--- src/rtl/alu_arb_pkg.sv ---
// alu_arb_pkg: shared definitions for the alu_arbiter slice.
//   - arb_state_t : FSM state encoding (IDLE / EXEC / RESP)
//   - instruction field offsets and widths (32-bit instruction layout)
//   - PTR_RST     : reset value of the round-robin last-grant pointer
package alu_arb_pkg;

    typedef enum logic [1:0] {
        IDLE = 2'd0,
        EXEC = 2'd1,
        RESP = 2'd2
    } arb_state_t;

    // Instruction field layout (bit positions within a 32-bit word)
    localparam int OPCODE_LSB = 26;
    localparam int OPCODE_W   = 6;
    localparam int SHAMT_LSB  = 6;
    localparam int SHAMT_W    = 5;
    localparam int FUNC_LSB   = 0;
    localparam int FUNC_W     = 6;
    localparam int RAW_LSB    = 0;
    localparam int RAW_W      = 16;

    // Pointer starts at 1 so requester 0 wins the first tie.
    localparam logic PTR_RST = 1'b1;

endpackage

--- src/rtl/alu_arb_pick.sv ---
// alu_arb_pick: combinational grant selector for two requesters.
// Ports:
//   valid0, valid1 : request pending from requester 0 / 1
//   last_ptr       : index of the requester granted most recently
//   grant          : one-hot grant vector (bit 0 = requester 0)
//   grant_id       : index of the granted requester (0 when nothing granted)
// Configuration macro: ALU_ARB_FIXED_PRIO_EN
//   defined     -> fixed priority, requester 0 always wins, last_ptr ignored
//   not defined -> round-robin, on a tie the requester other than last_ptr wins
module alu_arb_pick (
    input  logic       valid0,
    input  logic       valid1,
    input  logic       last_ptr,
    output logic [1:0] grant,
    output logic       grant_id
);

`ifdef ALU_ARB_FIXED_PRIO_EN
    logic unused_ptr;
    assign unused_ptr = last_ptr;

    always_comb begin
        grant    = 2'b00;
        grant_id = 1'b0;
        if (valid0) begin
            grant = 2'b01;
        end else if (valid1) begin
            grant    = 2'b10;
            grant_id = 1'b1;
        end
    end
`else
    always_comb begin
        grant    = 2'b00;
        grant_id = 1'b0;
        if (valid0 && valid1) begin
            // Tie: serve whoever was not served last.
            grant_id = ~last_ptr;
            grant    = last_ptr ? 2'b01 : 2'b10;
        end else if (valid0) begin
            grant = 2'b01;
        end else if (valid1) begin
            grant    = 2'b10;
            grant_id = 1'b1;
        end
    end
`endif

endmodule

--- src/rtl/alu_arbiter.sv ---
// alu_arbiter: shares one combinational ALU between two instruction requesters.
//
// Handshake: a request transfers on a cycle where REQx_VALID && REQx_READY;
// READY is only raised in IDLE, for the granted requester, and never while
// RST is high. A response transfers on a cycle where RSP_VALID && RSP_READY;
// RSP_* stay constant while RSP_VALID is high and RSP_READY is low.
//
// Ports:
//   CLK, RST                  : clock (rising edge), async active-high reset
//   REQx_VALID/READY          : request handshake, x = 0/1
//   REQx_INSTR/RS/RT          : instruction word and operands
//   RSP_VALID/READY           : response handshake
//   RSP_ID/RESULT/SIG_B       : requester index and captured ALU outputs
//   ALU_OPCODE/RS_VAL/RT_VAL/SHAMT/FUNC/RAW_VAL : registered ALU drive
//   ALU_RESULT/SIG_B          : combinational ALU outputs
//   DBG_STATE                 : current FSM state
// Configuration macro: ALU_ARB_FIXED_PRIO_EN (selects fixed priority in
// alu_arb_pick; default is round-robin).
module alu_arbiter
    import alu_arb_pkg::*;
#(
    parameter int DATA_W  = 32,
    parameter int INSTR_W = 32
) (
    input  logic               CLK,
    input  logic               RST,
    input  logic               REQ0_VALID,
    output logic               REQ0_READY,
    input  logic [INSTR_W-1:0] REQ0_INSTR,
    input  logic [DATA_W-1:0]  REQ0_RS,
    input  logic [DATA_W-1:0]  REQ0_RT,
    input  logic               REQ1_VALID,
    output logic               REQ1_READY,
    input  logic [INSTR_W-1:0] REQ1_INSTR,
    input  logic [DATA_W-1:0]  REQ1_RS,
    input  logic [DATA_W-1:0]  REQ1_RT,
    output logic               RSP_VALID,
    input  logic               RSP_READY,
    output logic               RSP_ID,
    output logic [DATA_W-1:0]  RSP_RESULT,
    output logic               RSP_SIG_B,
    output logic [5:0]         ALU_OPCODE,
    output logic [DATA_W-1:0]  ALU_RS_VAL,
    output logic [DATA_W-1:0]  ALU_RT_VAL,
    output logic [4:0]         ALU_SHAMT,
    output logic [5:0]         ALU_FUNC,
    output logic [15:0]        ALU_RAW_VAL,
    input  logic [DATA_W-1:0]  ALU_RESULT,
    input  logic               ALU_SIG_B,
    output logic [1:0]         DBG_STATE
);

    arb_state_t         state;
    arb_state_t         state_nxt;
    logic               last_ptr;
    logic [1:0]         grant;
    logic               grant_id;
    logic               accept;
    logic [INSTR_W-1:0] sel_instr;
    logic [DATA_W-1:0]  sel_rs;
    logic [DATA_W-1:0]  sel_rt;
    logic               unused_instr;

    alu_arb_pick u_pick (
        .valid0   (REQ0_VALID),
        .valid1   (REQ1_VALID),
        .last_ptr (last_ptr),
        .grant    (grant),
        .grant_id (grant_id)
    );

    // RST gating keeps READY at its reset value while reset is held.
    assign accept     = (state == IDLE) && !RST && (REQ0_VALID || REQ1_VALID);
    assign REQ0_READY = accept && grant[0];
    assign REQ1_READY = accept && grant[1];
    assign RSP_VALID  = (state == RESP);
    assign DBG_STATE  = state;

    assign sel_instr = grant_id ? REQ1_INSTR : REQ0_INSTR;
    assign sel_rs    = grant_id ? REQ1_RS    : REQ0_RS;
    assign sel_rt    = grant_id ? REQ1_RT    : REQ0_RT;

    // Bits between RAW and OPCODE (and any above bit 31) are not decoded.
    assign unused_instr = ^sel_instr;

    always_ff @(posedge CLK or posedge RST) begin
        if (RST) begin
            state <= IDLE;
        end else begin
            state <= state_nxt;
        end
    end

    always_comb begin
        state_nxt = state;
        case (state)
            IDLE:    if (accept) state_nxt = EXEC;
            EXEC:    state_nxt = RESP;
            RESP:    if (RSP_READY) state_nxt = IDLE;
            default: state_nxt = IDLE;
        endcase
    end

    // ALU drive registers are loaded only on acceptance and otherwise keep
    // the last operation; RSP_RESULT/SIG_B sample the ALU at the end of EXEC.
    always_ff @(posedge CLK or posedge RST) begin
        if (RST) begin
            ALU_OPCODE  <= '0;
            ALU_RS_VAL  <= '0;
            ALU_RT_VAL  <= '0;
            ALU_SHAMT   <= '0;
            ALU_FUNC    <= '0;
            ALU_RAW_VAL <= '0;
            RSP_ID      <= 1'b0;
            RSP_RESULT  <= '0;
            RSP_SIG_B   <= 1'b0;
            last_ptr    <= PTR_RST;
        end else begin
            if (accept) begin
                ALU_OPCODE  <= sel_instr[OPCODE_LSB +: OPCODE_W];
                ALU_SHAMT   <= sel_instr[SHAMT_LSB +: SHAMT_W];
                ALU_FUNC    <= sel_instr[FUNC_LSB +: FUNC_W];
                ALU_RAW_VAL <= sel_instr[RAW_LSB +: RAW_W];
                ALU_RS_VAL  <= sel_rs;
                ALU_RT_VAL  <= sel_rt;
                RSP_ID      <= grant_id;
                last_ptr    <= grant_id;
            end
            if (state == EXEC) begin
                RSP_RESULT <= ALU_RESULT;
                RSP_SIG_B  <= ALU_SIG_B;
            end
        end
    end

endmodule

--- config.mk ---
export PLATFORM = sky130hd
export DESIGN_NAME = alu_arbiter
export DESIGN_NICKNAME = d
export VERILOG_FILES = /design/src/rtl/alu_arb_pkg.sv /design/src/rtl/alu_arb_pick.sv /design/src/rtl/alu_arbiter.sv
export SDC_FILE = /design/constraint.sdc
export NUM_CORES = 1
export LEC_CHECK = 0
export CAP_MARGIN = 20
export CELL_PAD_IN_SITES_DETAIL_PLACEMENT = 1
export CELL_PAD_IN_SITES_GLOBAL_PLACEMENT = 2
export CORE_MARGIN = 3
export CORE_UTILIZATION = 25
export CTS_CLUSTER_DIAMETER = 50
export DETAILED_ROUTE_END_ITERATION = 7
export GPL_ROUTABILITY_DRIVEN = 0
export GPL_TIMING_DRIVEN = 0
export PLACE_DENSITY = 0.9
export SLEW_MARGIN = 15
export SYNTH_ARGS = -nofsm -noshare
export SYNTH_HDL_FRONTEND = slang
export SYNTH_HIERARCHICAL = 1
export SYNTH_SLANG_ARGS = --single-unit
--- constraint.sdc ---
create_clock -name CLK -period 10.05 [get_ports CLK]
set_clock_uncertainty 0.1 [all_clocks]
set_input_delay 1.5075 -clock CLK [delete_from_list [all_inputs] [get_ports CLK]]
set_output_delay 1.5075 -clock CLK [all_outputs]
set_load 0.05 [all_outputs]
# == After elaboration in Yosys (flattened, before gate mapping) ==
# Cells that the tools add are included.
# classes
n_mux,13
bitwise_logic,1
reduce_logical,9
eq_ne,4
# ops
operator,count
$mux 32,3
$mux 2,6
$pmux 2 s3,1
$logic_and 1x1->1,5
$mux 1,3
$eq 2x1->1 const B,1
$eq 2x2->1 const B,1
$logic_not 2->1,1
$ne 2x1->1 const B,1
$ne 2x2->1 const B,1
$reduce_and 2->1,1
$logic_not 1->1,1
$logic_or 1x1->1,1
$not 1->1,1
# totals
inputBits,230
ff_bits,134

# == Logic depth before layout (Yosys ltp) ==
# Gate-level depths: netlist (run 1).
# logic_depth
ltp_word,5
depth_mapped,6
ltp_nobuf,3

# == Modules after synthesis ==
# Netlist (run 1), hierarchy kept.
# by_module_without_submodules
module,area_per_inst_um2,cells_per_inst,instances
alu_arbiter,5879.4,374,1
alu_arb_pick,26.3,4,1

# == Worst setup path after synthesis (run 1) ==
# Ideal clock, no wire load.
# synth_timing
path_type,in2out
startpoint,in RST
endpoint,out REQ0_READY
arrival_ps,2549
t_required_ps,8443
setup_slack_ps,5894
stages,4
path_buffers,2
cell_sequence,nor4_1 > buf_4 > buf_6 > and2_1
# synth_between
elab_chain_len,4
# synth_lines
element,line,source
start: declaration,alu_arbiter.sv:26,"input logic RST,"
$logic_not 1->1 (no line),--,
$logic_and 1x1->1 (2 in a row),alu_arbiter.sv:73,assign accept = (state == IDLE) && !RST && (REQ0_VALID || REQ1_VALID);
$logic_and 1x1->1,alu_arbiter.sv:74,assign REQ0_READY = accept && grant[0];
end: declaration,alu_arbiter.sv:28,"output logic REQ0_READY,"
# Every way passes these cells.

# == Final worst setup path (run 1) ==
# layout_timing
startpoint,in RST
endpoint,out REQ1_READY
# layout_between
elab_chain_len,4
# layout_lines
element,line,source
$logic_not 1->1 (no line),--,
$logic_and 1x1->1 (2 in a row),alu_arbiter.sv:73,
$logic_and 1x1->1,alu_arbiter.sv:75,assign REQ1_READY = accept && grant[1];
end: declaration,alu_arbiter.sv:33,"output logic REQ1_READY,"
# Every way passes these cells.

==> flow_metrics.py, run 1 <==
metrics = {
    "outcome": {
        "status": "finished clean",
    },
    "worst_setup_path": {
        "r2r_end": "ALU_RT_VAL[20]",
        "crit_top_cell": "clkdlybuf4s50_1",
        "worst-setup-path-type": "in2out",
        "crit_path_end_kind": "output port",
        "cp_slowest_stage_delay_ps": 820,
        "crit_fanout": 10,
        "crit_path_start": "RST",
        "cp-endpoint": "REQ1_READY",
        "r2r_start": "last_ptr",
        "ff2ff_path_depth": 6,
        "crit_chain": "clkdlybuf4s50_1 > nor4_1 > buf_4 > buf_6 > and2_1 > clkdlybuf4s50_1",
        "critical_path_arrival_ps": 3760,
        "worstSetupStartpointType": "input pin",
        "worstPathRequired_ps": 8440,
        "r2r_setup_slack_ps": 7980,
        "crit_slowest_cell": "clkdlybuf4s50_1",
    },
    "synthesis": {
        "synth_top_area_frac": 0.5169,
        "yosysSeqAreaShare": 0.5214,
        "muxShareOfSynthArea": 0.4176,
        "synth_area_leaders": "dfrtp_1 (52%), mux2_2 (33%), mux2_4 (9.2%)",
        "ys_types": 15,
        "yosys.area_share.simple": 0.005932,
        "synth_warnings": 6,
        "synthXorXnorAreaFrac": 0,
        "synth_compound_area_frac": 0.003390,
        "syn_area_per_cell_sq_um": 15.62,
        "postSynthCellCount": 378,
        "yosys.area.top_type": "dfrtp_1",
        "netlist_area_sq_um": 5906,
        "yosys_register_bits": 123,
        "synth_top_family_by_area": "multiplexers",
        "synthAdderAreaFrac": 0,
        "syn_nets": 608,
    },
    "clocking": {
        "cts_tree": "built",
        "cts_sinks": 123,
        "postCtsSetupBuffers": 0,
        "cts_hold_buf": 0,
        "insertion_delay_ps": 400,
        "cts-root-buf": "clkbuf_16",
        "cts-buffers-inserted": 17,
        "clk_pin_slew_worst_paths_ps": 60,
        "cts_resized": 0,
        "htreeDepth": 4,
        "cts_buffer_depth": 2,
    },
    "layout": {
        "register_area_sq_um": 3079,
        "syn_to_final_growth_pct": 75.59,
        "drive_gt1_frac": 0.3677,
        "final_common_cell": "clkdlybuf4s50_1",
        "final_cell_mix": "clkdlybuf4s50_1 (345), mux2_2 (171), dfrtp_1 (122)",
        "final_area_sq_um": 10370,
        "fin_nets": 973,
        "multiInputGateArea_sq_um": 2521,
        "fillCellCount": 2353,
        "n_antenna_cell": 0,
    },
    "routing": {
        "wl_per_cell_microns": 18.54,
        "drc": 0,
        "totalWireLength_mm": 19.82,
        "dr.pass1.iters": 4,
        "via_per_inst": 4.210,
        "antenna_left": 0,
        "drtIter0Drc": 87,
        "dr_total_vias": 4500,
    },
    "min_path": {
        "hold_depth": 1,
        "hp-class": "reg2reg",
    },
    "timing": {
        "slew_violations": 0,
        "min_period_over_period": 0.5339,
        "rsz0062_at_grt": "no",
        "fin_crit_ps": 5366,
        "slew-limit-headroom": 0.6129,
        "final-setup-viol-count": 0,
        "worstMarginPinSlew_ps": 580.6,
        "max_freq_ghz": 0.1864,
        "fin_ws_ps": 4684,
        "fin_setup_tns_ps": 0,
        "finalHoldViolCount": 0,
    },
    "floorplanning": {
        "die_area_sq_um": 25500,
        "fp.dieH_microns": 159.7,
        "start_util": 0.2577,
        "row_count": 55,
        "fp.coreArea_sq_um": 22920,
        "die_w_microns": 159.7,
        "io_pins": 366,
    },
    "global_route": {
        "grt_pass1_wl_mm": 30.17,
        "grt_pass1_vias": 5131,
        "antenna_found_initial": 0,
        "grt_overflow": 0,
        "grt_usage": 0.1531,
        "grt_max_degree": 67,
    },
    "power_and_ir_drop": {
        "total_leakage_power_uw": 0.004232,
        "peakVddDrop_mv": 0.1632,
        "p_per_area_nw_per_um2": 348.6,
    },
    "placed_design": {
        "dpl_cell_area_sq_um": 9783,
        "portBuffers": 345,
        "post-place-ws_ps": 4639,
        "hpwl_mm": 15.56,
    },
    "run": {
        "max-cap-violations": 0,
    },
}
worst max-delay path, delay by kind of cell:
family        cells  cell delay (ps)
simple gates      2              400
buf+inv           4             1830
where the power goes:
part / switching [uW] / internal (uW) / total (uW)
sequential: 134 / 742 / 877
clock: 251 / 361 / 612
combinational: 1290 / 836 / 2130
synth_stat cells:
library cell,instances
dfstp_2,1
buf_6,13
dfrtp_1,122
o21ai_0,1
and2_1,2
mux2_2,171
a21boi_0,1
nor4_1,1
nand2b_1,2
buf_4,13
mux2_4,36
a21boi_1,1
nor2_1,1
inv_1,3
buf_2,10
state kept, by name, indices dropped and copies added, names as in the netlist:
| signal | count |
|---|---|
| last_ptr | 1 |
| RSP_ID | 1 |
| ALU_RAW_VAL | 7 |
| ALU_RS_VAL | 32 |
| DBG_STATE | 2 |
| ALU_SHAMT | 4 |
| RSP_SIG_B | 1 |
| ALU_RT_VAL | 32 |
| RSP_RESULT | 32 |
| ALU_FUNC | 5 |
| ALU_OPCODE | 6 |
cell type report:
type,instances,share of cell area
repair buffers,346,0.3357
flip-flops and latches,123,0.2969
multi-input cells,216,0.2431
clock buffers,19,0.04368
well taps,313,0.03777
plain buffers,36,0.02835
clock inverters,13,0.01291
inverters,3,0.001569
stage by stage:
step             util  total power (uW)  std cells  hold slack (ps)
6_report       0.4525              3615       1069            403.2
4_1_cts        0.4525              3670       1069            407.4
5_1_grt        0.4525              3773       1069            418.2
3_3_place_gp   0.4255              2995       1036            387.1
2_1_floorplan       -              2260        378            507.3
3_5_place_dp   0.4269              3034       1037            394.4
worst min-delay path by stage:
| stage | slack, ps | to | from |
|---|---|---|---|
| 4_1_cts | 410 | ALU_RS_VAL[14] | ALU_RS_VAL[14] |
| 3_3_place_gp | 390 | RSP_RESULT[27] | RSP_RESULT[27] |
| 3_5_place_dp | 390 | ALU_RT_VAL[5] | ALU_RT_VAL[5] |
| 2_1_floorplan | 510 | last_ptr | last_ptr |
| 6_report | 400 | ALU_OPCODE[0] | ALU_OPCODE[0] |
| 5_1_grt | 420 | RSP_RESULT[6] | RSP_RESULT[6] |
metal layers:
layer | GRT usage | wire, microns | up-vias
met5 | 0 | 0 | -
met3 | 0.06044 | 1490 | 17
met2 | 0.2802 | 10430 | 178
li1 | - | - | 2073
met1 | 0.1653 | 7660 | 2232
met4 | 0.03701 | 240 | 0
kinds of logic after synthesis:
| family | after synthesis |
|---|---|
| flops | 123 |
| simple gates | 6 |
| mux | 207 |
| compound gates | 3 |
| buf+inv | 39 |
No activity file was read; power rests on OpenSTA's default activity.
==> run 2: changes to the inputs <==
- CORE_UTILIZATION: 25 -> 21
- PLACE_DENSITY: 0.9 -> 0.8
- clock period: 10.05 -> 4.6 ns (I/O delays scaled with it)
==> flow_metrics.py, run 2 (synthesis results as in run 1) <==
metrics = {
    "clocking": {
        "clk_pin_slew_worst_paths_ps": 60,
        "insertion_delay_ps": 400,
        "cts_hold_buf": 0,
        "postCtsSetupBuffers": 0,
        "cts_buffer_depth": 2,
        "cts_sinks": 123,
        "cts_resized": 0,
        "cts_tree": "built",
        "cts-buffers-inserted": 17,
        "cts-root-buf": "clkbuf_16",
        "htreeDepth": 4,
    },
    "timing": {
        "rsz0062_at_grt": "no",
        "finalHoldViolCount": 0,
        "worstMarginPinSlew_ps": 577.1,
        "fin_setup_tns_ps": 0,
        "slew_violations": 0,
        "whs_ps": 401.2,
        "min_period_over_period": 0.8237,
        "fin_crit_ps": 3789,
        "final-setup-viol-count": 0,
        "slew-limit-headroom": 0.6141,
        "max_freq_ghz": 0.2639,
    },
    "layout": {
        "fin_nets": 973,
        "reg_top3": "ALU_RS_VAL x32, ALU_RT_VAL x32, RSP_RESULT x32",
        "syn_to_final_growth_pct": 76.72,
        "drive_gt1_frac": 0.3651,
        "final_cell_mix": "clkdlybuf4s50_1 (345), mux2_2 (171), dfrtp_1 (122)",
        "final_common_cell": "clkdlybuf4s50_1",
        "n_antenna_cell": 0,
        "fillCellCount": 2921,
    },
    "worst_setup_path": {
        "crit_fanout": 10,
        "ff2ff_path_depth": 6,
        "crit_slowest_cell": "clkdlybuf4s50_1",
        "worstPathRequired_ps": 3810,
        "crit_chain": "clkdlybuf4s50_1 > nor4_1 > buf_4 > buf_6 > and2_1 > clkdlybuf4s50_1",
        "worst-setup-path-type": "in2out",
        "r2r_end": "ALU_RT_VAL[26]",
        "cp_slowest_stage_delay_ps": 850,
        "path_buf_inv": 4,
        "critPathTopFamily": "buffers and inverters",
        "crit_top_cell": "clkdlybuf4s50_1",
        "critical_path_arrival_ps": 3000,
        "r2r_start": "last_ptr",
        "crit_path_end_kind": "output port",
        "worstSetupStartpointType": "input pin",
        "r2r_setup_slack_ps": 2570,
    },
    "power_and_ir_drop": {
        "seq_power_share": 0.242,
        "combPwrFrac": 0.589,
        "peakVddDrop_mv": 0.3514,
        "p_per_area_nw_per_um2": 756.4,
        "intPower_uw": 4250,
        "total_leakage_power_uw": 0.004219,
        "power_switching_uw": 3644,
        "clkPwrFrac": 0.169,
        "swShare": 0.4616,
    },
    "global_route": {
        "grt_pass1_wl_mm": 30.51,
        "grt_usage": 0.1303,
        "antenna_found_initial": 0,
        "grt_max_degree": 64,
        "grt_overflow": 0,
        "grt_pass1_vias": 5075,
    },
    "floorplanning": {
        "die_w_microns": 173.7,
        "io_pins": 366,
        "fp.coreArea_sq_um": 27330,
        "fp.dieH_microns": 173.7,
        "die_area_sq_um": 30170,
        "row_count": 60,
        "start_util": 0.2161,
    },
    "placed_design": {
        "portBuffers": 345,
        "hpwl_mm": 15.81,
    },
    "routing": {
        "wl_per_cell_microns": 17.88,
        "drtIter0Drc": 61,
        "drc": 0,
        "antenna_left": 0,
        "via_per_inst": 3.987,
        "totalWireLength_mm": 20.17,
        "dr_total_vias": 4497,
        "dr.pass1.iters": 4,
    },
    "run": {
        "max-cap-violations": 0,
    },
    "min_path": {
        "hold_path_end": "RSP_RESULT[27]",
        "hold_start": "RSP_RESULT[27]",
        "hp-class": "reg2reg",
        "hold_depth": 1,
    },
    "outcome": {
        "status": "finished clean",
    },
}
run 2: cell count changes in the layout (fill, tap and decap cells not counted), sizes merged:
cell,change
inv,-4
clkinvlp,+2
bufinv,+1
clkinv,+1
run 2: layout make-up:
| class | instances | area (sq um) | share of cell area |
|---|---|---|---|
| Sequential cell | 123 | 3079 | 0.2950 |
| Buffer | 36 | 294.0 | 0.02817 |
| Inverter | 3 | 18.77 | 0.001798 |
| Clock buffer | 19 | 432.9 | 0.04148 |
| Clock inverter | 13 | 143.9 | 0.01379 |
| Timing Repair Buffer | 346 | 3481 | 0.3335 |
| Tap cell | 372 | 465.4 | 0.04460 |
| Multi-Input combinational cell | 216 | 2521 | 0.2416 |
run 2: stage by stage:
step | utilization | power, uW | instances | area (sq um) | setup slack (ps)
final | 0.3819 | 7894 | 1128 | 10440 | 810.8
after global routing | 0.3819 | 8242 | 1128 | 10440 | 705.5
after detailed placement | 0.3608 | 6636 | 1096 | 9859 | 726.5
after floorplan | - | 4937 | 378 | 5906 | 540.8
after CTS | 0.3819 | 8015 | 1128 | 10440 | 726.2
after global placement | 0.3595 | 6572 | 1095 | 9824 | -1807
run 2: how the worst max path moves through the flow:
stage / startpoint / end / slack, ps / depth (start not counted)
floorplan: RST / ALU_FUNC[0] / 540 / 1
global placement: RST / ALU_RS_VAL[13] / -1810 / 2
detailed placement: RST / REQ0_READY / 730 / 6
CTS: RST / REQ0_READY / 730 / 6
global route: RST / REQ0_READY / 710 / 6
finish: RST / REQ0_READY / 810 / 6
run 2: worst register-to-register path: cells and delay by family, from the launching register on:
| family | cells | cell delay [ps] |
|---|---|---|
| mux | 2 | 580 |
| compound gates | 1 | 280 |
| flops | 1 | 370 |
| buf+inv | 3 | 580 |
run 2: power groups by stage:
stage / Clock, uW / Sequential, uW / Combinational [uW]
after floorplan: 0 / 3790 / 1150
after global placement: 0 / 1900 / 4670
after global routing: 1440 / 1990 / 4820
final: 1340 / 1910 / 4650
after CTS: 1380 / 1920 / 4710
after detailed placement: 0 / 1930 / 4700
run 2: layer usage:
layer / share of wire / global-route usage
met1: 0.39 / 0.1421
met2: 0.52 / 0.2364
met3: 0.072 / 0.04687
met4: 0.017 / 0.03954
met5: 0 / 0
